## src/rtl/la_ioring_seq.sv

```systemverilog
// Staged io-ring power sequencer: raises ring bits one at a time, lowers them in reverse.
// Optional status readback and timeout fault are enabled by defining LA_IORING_SEQ_STATUS_EN.
module la_ioring_seq #(
  parameter int RINGW   = 8,
  parameter int STEPCYC = 16,
  parameter int TIMEOUT = 255
) (
  input  logic             clk,
  input  logic             reset,
  input  logic             en,
  input  logic [RINGW-1:0] ring_in,
  output logic [RINGW-1:0] ring_out,
  output logic             ready,
  output logic             busy,
  output logic             fault
);

  typedef enum logic [2:0] {
    ST_OFF,
    ST_UP,
    ST_ON,
    ST_DOWN,
    ST_FAULT
  } state_t;

  localparam int              IDXW      = (RINGW > 1) ? $clog2(RINGW) : 1;
  localparam logic [15:0]     STEP_LAST = 16'(STEPCYC - 1);
  localparam logic [IDXW-1:0] IDX_TOP   = IDXW'(RINGW - 1);

  state_t           state_q, state_d;
  logic [RINGW-1:0] ring_q, ring_d;
  logic [IDXW-1:0]  idx_q, idx_d;
  logic [15:0]      cnt_q, cnt_d;
  logic             step_ok;
  logic             timed_out;

`ifdef LA_IORING_SEQ_STATUS_EN
  localparam logic [15:0] TIMEOUT_LAST = 16'(TIMEOUT - 1);

  // A step may be late (waiting on the pad status) but never early.
  assign step_ok   = (cnt_q >= STEP_LAST) && ring_in[idx_q];
  assign timed_out = (cnt_q == TIMEOUT_LAST) && !ring_in[idx_q];
`else
  logic unused_ring_in;

  assign unused_ring_in = ^ring_in;
  assign step_ok        = (cnt_q == STEP_LAST);
  assign timed_out      = 1'b0;
`endif

  always_comb begin
    // NOTE: every always_comb output gets a default first so no path can infer a latch.
    state_d = state_q;
    ring_d  = ring_q;
    idx_d   = idx_q;
    cnt_d   = cnt_q;

    unique case (state_q)
      ST_OFF: begin
        if (en) begin
          state_d = ST_UP;
          ring_d  = RINGW'(1);
          idx_d   = '0;
          cnt_d   = '0;
        end
      end

      ST_UP, ST_ON: begin
        if (!en) begin
          // Drop the topmost set bit now; bit 0 going low means the ring is already off.
          ring_d[idx_q] = 1'b0;
          cnt_d         = '0;
          if (idx_q == '0) begin
            state_d = ST_OFF;
          end else begin
            state_d = ST_DOWN;
            idx_d   = idx_q - IDXW'(1);
          end
        end else if (state_q == ST_UP) begin
          if (step_ok) begin
            cnt_d = '0;
            if (idx_q == IDX_TOP) begin
              state_d = ST_ON;
            end else begin
              idx_d         = idx_q + IDXW'(1);
              ring_d[idx_d] = 1'b1;
            end
          end else if (timed_out) begin
            state_d = ST_FAULT;
            ring_d  = '0;
            cnt_d   = '0;
          end else begin
            cnt_d = cnt_q + 16'd1;
          end
        end
      end

      ST_DOWN: begin
        // Requests are ignored here: the power-down always runs to completion.
        if (cnt_q == STEP_LAST) begin
          ring_d[idx_q] = 1'b0;
          cnt_d         = '0;
          if (idx_q == '0) begin
            state_d = ST_OFF;
          end else begin
            idx_d = idx_q - IDXW'(1);
          end
        end else begin
          cnt_d = cnt_q + 16'd1;
        end
      end

      ST_FAULT: begin
        ring_d = '0;
      end

      default: begin
        state_d = ST_OFF;
        ring_d  = '0;
        idx_d   = '0;
        cnt_d   = '0;
      end
    endcase
  end

  always_ff @(posedge clk) begin
    // NOTE: state flops use non-blocking assignments so every flop samples pre-edge values.
    if (reset) begin
      state_q <= ST_OFF;
      ring_q  <= '0;
      idx_q   <= '0;
      cnt_q   <= '0;
    end else begin
      state_q <= state_d;
      ring_q  <= ring_d;
      idx_q   <= idx_d;
      cnt_q   <= cnt_d;
    end
  end

  assign ring_out = ring_q;
  assign ready    = (state_q == ST_ON);
  assign busy     = (state_q == ST_UP) || (state_q == ST_DOWN);
  assign fault    = (state_q == ST_FAULT);

endmodule

```

## config.mk

```make
export PLATFORM = sky130hd
export DESIGN_NAME = la_ioring_seq
export DESIGN_NICKNAME = d
export VERILOG_FILES = /design/src/rtl/la_ioring_seq.sv
export SDC_FILE = /design/constraint.sdc
export NUM_CORES = 1
export LEC_CHECK = 0
export ABC_CLOCK_PERIOD_IN_PS = 2100
export CORE_AREA = 2 2 64 66
export CTS_CLUSTER_DIAMETER = 100
export CTS_CLUSTER_SIZE = 12
export DETAILED_ROUTE_END_ITERATION = 10
export DIE_AREA = 0 0 66 68
export PLACE_DENSITY = 0.74
export SLEW_MARGIN = 30
export SYNTH_ARGS = -nofsm -noshare
export SYNTH_HDL_FRONTEND = slang
export SYNTH_SLANG_ARGS = --single-unit
```

## constraint.sdc

```tcl
create_clock -name clk -period 2.1 [get_ports clk]
set_clock_uncertainty 0.05 [all_clocks]
set_input_delay 0.21 -clock clk [delete_from_list [all_inputs] [get_ports clk]]
set_output_delay 0.21 -clock clk [all_outputs]
set_load 0.01 [all_outputs]
```

* Word-level counts from Yosys, hierarchy flattened
Cells that the tools add are included.
** Storage, ports and cells
- Output and inout bits :: 11
- Word-level logic and storage cells :: 71
- Register bits :: 30
- Input bits :: 11
** Cells by class
- Bitwise gates (word level) :: 4
- $add $sub $neg :: 3
- Mux-type cells :: 33
- $lt $le $gt $ge :: 4
- Eq/ne operators :: 13
- Reductions and logical operators :: 10
** Operators by type and width (count)
- $mux W16 :: 4
- $pmux W16 S4 :: 1
- $mux W8 :: 6
- $mux W3 :: 14
- $pmux W3 S4 :: 2
- $pmux W8 S3 :: 1
- $add A16 B1 Y16 const B :: 1
- $eq A16 B4 Y1 const B :: 1
- $ne A3 B3 Y1 const B :: 4
- $and A8 B8 Y8 :: 1
- $lt A3 B4 Y1 const B :: 2
- $not A8 Y8 :: 1
- $or A8 B8 Y8 :: 1
- $reduce_and A7 Y1 :: 1
- $demux W1 S3 :: 2
- $eq A3 B2 Y1 const B :: 2
- $eq A3 B3 Y1 const B :: 2
- $ge A3 B1 Y1 const B :: 2
- $logic_not A3 Y1 :: 2
- $ne A2 B2 Y1 const B :: 3
- $reduce_and A6 Y1 :: 1
- $reduce_and A5 Y1 :: 1
- $add A3 B1 Y3 const B :: 1
- $eq A3 B1 Y1 const B :: 1
- 8 further kinds :: 10

* Logic depth before layout (Yosys ltp)
- Word-level depth :: 11
- Gate-level depth with buffers :: 9

* Worst setup path after synthesis
OpenSTA, ideal clock, no wires.
- Path type :: flip-flop to flip-flop
- Start :: register state_q[0]
- End :: register ring_q[4] (netlist: ring_out[4])
- Setup slack :: -0.095 ns
- Required time :: 1.929 ns
- Data arrival time :: 2.024 ns
- Setup time :: 0.121 ns
- Period minus slack after synthesis :: 2.195 ns
- Stages on the path, launching flop included :: 10
- Path through :: dfxtp_1 inv_1 ha_1 clkbuf_1 and3b_1 or2_2 buf_2 a211o_1 nor2_1 o21ai_0
** On the way
- Cells in the longest elaborated chain, start to end :: 4
- Elaborated cells between the ends (all ways) :: 12
- Those cells by class :: eq/ne: 8; mux: 1; reduce/logical: 3
** RTL lines
- start, declared :: RTL line 30 : state_t state_q, state_d;
- start signal, assigned :: RTL line 134 : state_q <= state_d;
- $eq A3 B2 Y1 / $eq A3 B1 Y1 (equally long branches) :: RTL line 58, 79
- $reduce_or A2 Y1 :: RTL line 58 : unique case (state_q)
- $ne A3 B3 Y1 (no line)
- $reduce_and A5 Y1 (no line)
- end signal, assigned :: RTL line 135 : ring_q <= ring_d;
- end, declared :: RTL line 31 : logic [RINGW-1:0] ring_q, ring_d;
Several ways; a longest one is shown, not always the timed one.
A chain may end at the register's enable or synchronous reset.

* Worst setup path in the final report
- Start :: register state_q[1]
- End :: register idx_q[0]
** On the way
- Cells in the longest elaborated chain, start to end :: 4
- Elaborated cells between the ends (all ways) :: 14
- Those cells by class :: eq/ne: 9; mux: 1; bitwise: 1; reduce/logical: 3
** RTL lines
- $eq A3 B2 Y1 / $eq A3 B1 Y1 (equally long branches) :: RTL line 58, 79
- $reduce_or A2 Y1 :: RTL line 58
- $ne A3 B3 Y1 (no line)
- $reduce_and A6 Y1 (no line)
- end signal, assigned :: RTL line 136 : idx_q <= idx_d;
- end, declared :: RTL line 32 : logic [IDXW-1:0] idx_q, idx_d;
Several ways; a longest one is shown, not always the timed one.

==> reports/results.tsv <==
metric	value	unit
ant_nets	0	
criticalPathCategory	reg2reg	
p_clk_frac	0.227	
clock_path_buffers	2	
drive_above_1_share	0.226	
initial_core_util	0.475	
slowest_stage	a221oi_4	
p_int	0.00125	W
postCtsHoldBufs	0	
cp.required	2260	ps
grt_max_degree	23	
whs	407	ps
avgSynthCellArea	8.15	um^2
dpl.cell_count	305	
gp_congestion	0.899	
drc	0	
leakage	0.849	nW
fp.dieArea	0.00449	mm^2
rows	23	
dpl_cell_area	0.00219	mm^2
die_w	66	um
comb_power_share	0.478	
cap_violations	0	
yosysSeqAreaShare	0.317	
wl	4560	um
grt_usage	0.217	
synth_nets	245	
swShare	0.385	
fin_cells	316	
grt_pass1_vias	1613	
area_growth	26.8	%
netlist_instances	225	
synth_ff_type	dfxtp_1	
arrival	2210	ps
cts_tree	yes	
cts_sinks	29	
vdd_ir_drop_max	650	uV
tns	0	ps
port_buffers	12	
synth-seq-cells	29	
seq_power_share	0.295	
clkTransAtPathRegs	70	ps
async_flop_share	0	
numCtsBuffers	5	
vias_per_cell	5.84	
end_kind	flip-flop	
root_buffer	clkbuf_8	
p_switching	0.000782	W
setup_viol	0	
status	complete, no violations	
grt-ovfl-total	0	
drt-pass1-iter-count	4	
fmax	487	MHz
core	0.00386	mm^2
synth.area.top_cells	dfxtp_1 32%, ha_1 6.1%, nor2_1 5.5%	
crit_chain	inv_1 > ha_1 > and3b_2 > or2_4 > a221oi_4 > o21ai_2 > a221oi_2	
post-route-period-util	0.978	
dp_hpwl	3130	um
fin_nets	285	
post-route-min-period	2050	ps
hold_violations	0	
drv_slew	0	
antenna_cells	0	
ios	22	
crit_fanout	6	
synth_area_leader_cell	dfxtp_1	
antenna_found_initial	0	
slowest_delay	350	ps
fin_area	0.00232	mm^2
wire_per_inst	14.4	um
p_per_area	875	mW/mm^2
die_y	68	um
yosysTopAreaCellShare	0.317	
hp-class	reg2reg	
cts.htree.levels	2	
grt_pass1_wl	7450	um
synth_area	0.00183	mm^2
drt_iter0_markers	80	
clock_latency	290	ps
synth_warnings	0	
synth_cell_types	46	
start_kind	flip-flop	
num_vias	1846	
synth_edf_count	0	
logic make-up (layout without fill, tap and decap cells):
group,count (synthesis),after routing,share of synthesized area
AND/OR/NAND/NOR,97,98,0.303
AO/OA/AOI/OAI,63,63,0.238
XOR/XNOR,4,4,0.0191
multiplexers,3,3,0.0164
buffers and inverters,19,59,0.0437
adder cells (fa/ha/maj),9,9,0.0614
flip-flops,29,29,0.317
other,1,1,0.00205
flip-flops by register name, summed over array words and instances, names as in the netlist:
signal and flops:
ring_out 8, idx_q 3, cnt_q 16, state_q 2
power by group through the flow:
stage | sequential (W) | clock [W] | combinational, W
floorplan | 0.000618 | 0 | 0.000558
global placement | 0.000608 | 0 | 0.000892
detailed placement | 0.000608 | 0 | 0.000898
CTS | 0.000596 | 0.000473 | 0.000903
global route | 0.000605 | 0.000495 | 0.00106
finish | 0.000600 | 0.000462 | 0.000971
layout make-up:
type	count	area (um^2)
Multi-Input combinational cell	178	1210
Fill cell	357	1530
Inverter	8	30.0
Timing Repair Buffer	43	352
Sequential cell	29	583
Clock buffer	5	68.8
Tap cell	50	62.6
Clock inverter	3	17.5
per-stage QoR:
step | power [W] | setup WS, ps | util
3_5_place_dp | 0.00151 | 5.81 | 0.567
6_report | 0.00203 | 45.5 | 0.603
3_3_place_gp | 0.00150 | 15.6 | 0.567
5_1_grt | 0.00216 | -23.1 | 0.603
4_1_cts | 0.00197 | 49.6 | 0.589
2_1_floorplan | 0.00118 | 24.8 | -
repair_timing:
item | 4_1_cts | 5_1_grt
setup buffers | 0 | 2
gates cloned | 0 | 1
resized for setup | 2 | 10
endpoints found under the setup margin | 3 | 13
pin swaps | 0 | 4
synthesized netlist by cell type (2+ instances only):
master,n
mux2i_1,3
or2_2,2
xor2_1,4
and2_1,2
a21oi_1,16
nor3_1,13
nor2_1,27
ha_1,9
nor4_1,2
nand3_1,12
nor2b_1,5
o311a_1,2
a41oi_1,3
buf_2,4
clkbuf_1,6
a311oi_1,6
nand2b_1,2
o31ai_1,3
nand2_1,14
or4_1,2
a31oi_1,9
inv_1,7
a21o_1,2
nand3b_1,2
dfxtp_1,29
nand4_1,5
nor4_4,3
o21ai_0,13
worst max-delay path, delay by kind of cell, from the launching register on:
family	cells	cell delay [ps]
AOI/OAI and AO/OA	3	720
DFF	1	330
and+or+nand+nor	2	510
buffers and inverters	1	60
adders and majority gates	1	310
per-layer routing:
layer	global-route usage	share of wire	wire, um	vias to the layer above
li1	-	-	-	918
met1	0.296	0.48	2180	875
met2	0.332	0.45	2060	47
met3	0.0477	0.055	252	6
met4	0.0944	0.015	68	0
met5	0	0	0	-
final timing paths:
path	from	endpoint	slack (ps)	cells after the start
worst max-delay path	state_q[1]	idx_q[0]	50	7
worst min-delay path	ring_out[4]	ring_out[4]	410	2
worst max register to register	state_q[1]	idx_q[0]	50	7
worst min register to register	ring_out[4]	ring_out[4]	410	2
cell usage in the layout (no fill, tap or decap), types with 5 or more instances in the layout:
cell / n
a21oi_1: 16
a311oi_1: 6
a31oi_1: 9
buf_4: 31
clkbuf_8: 5
clkdlybuf4s50_1: 11
dfxtp_1: 27
ha_1: 7
inv_1: 6
nand2_1: 14
nand3_1: 12
nand4_1: 5
nor2_1: 27
nor2b_1: 5
nor3_1: 13
o21ai_0: 13
Power figures use the tool's default switching activity.
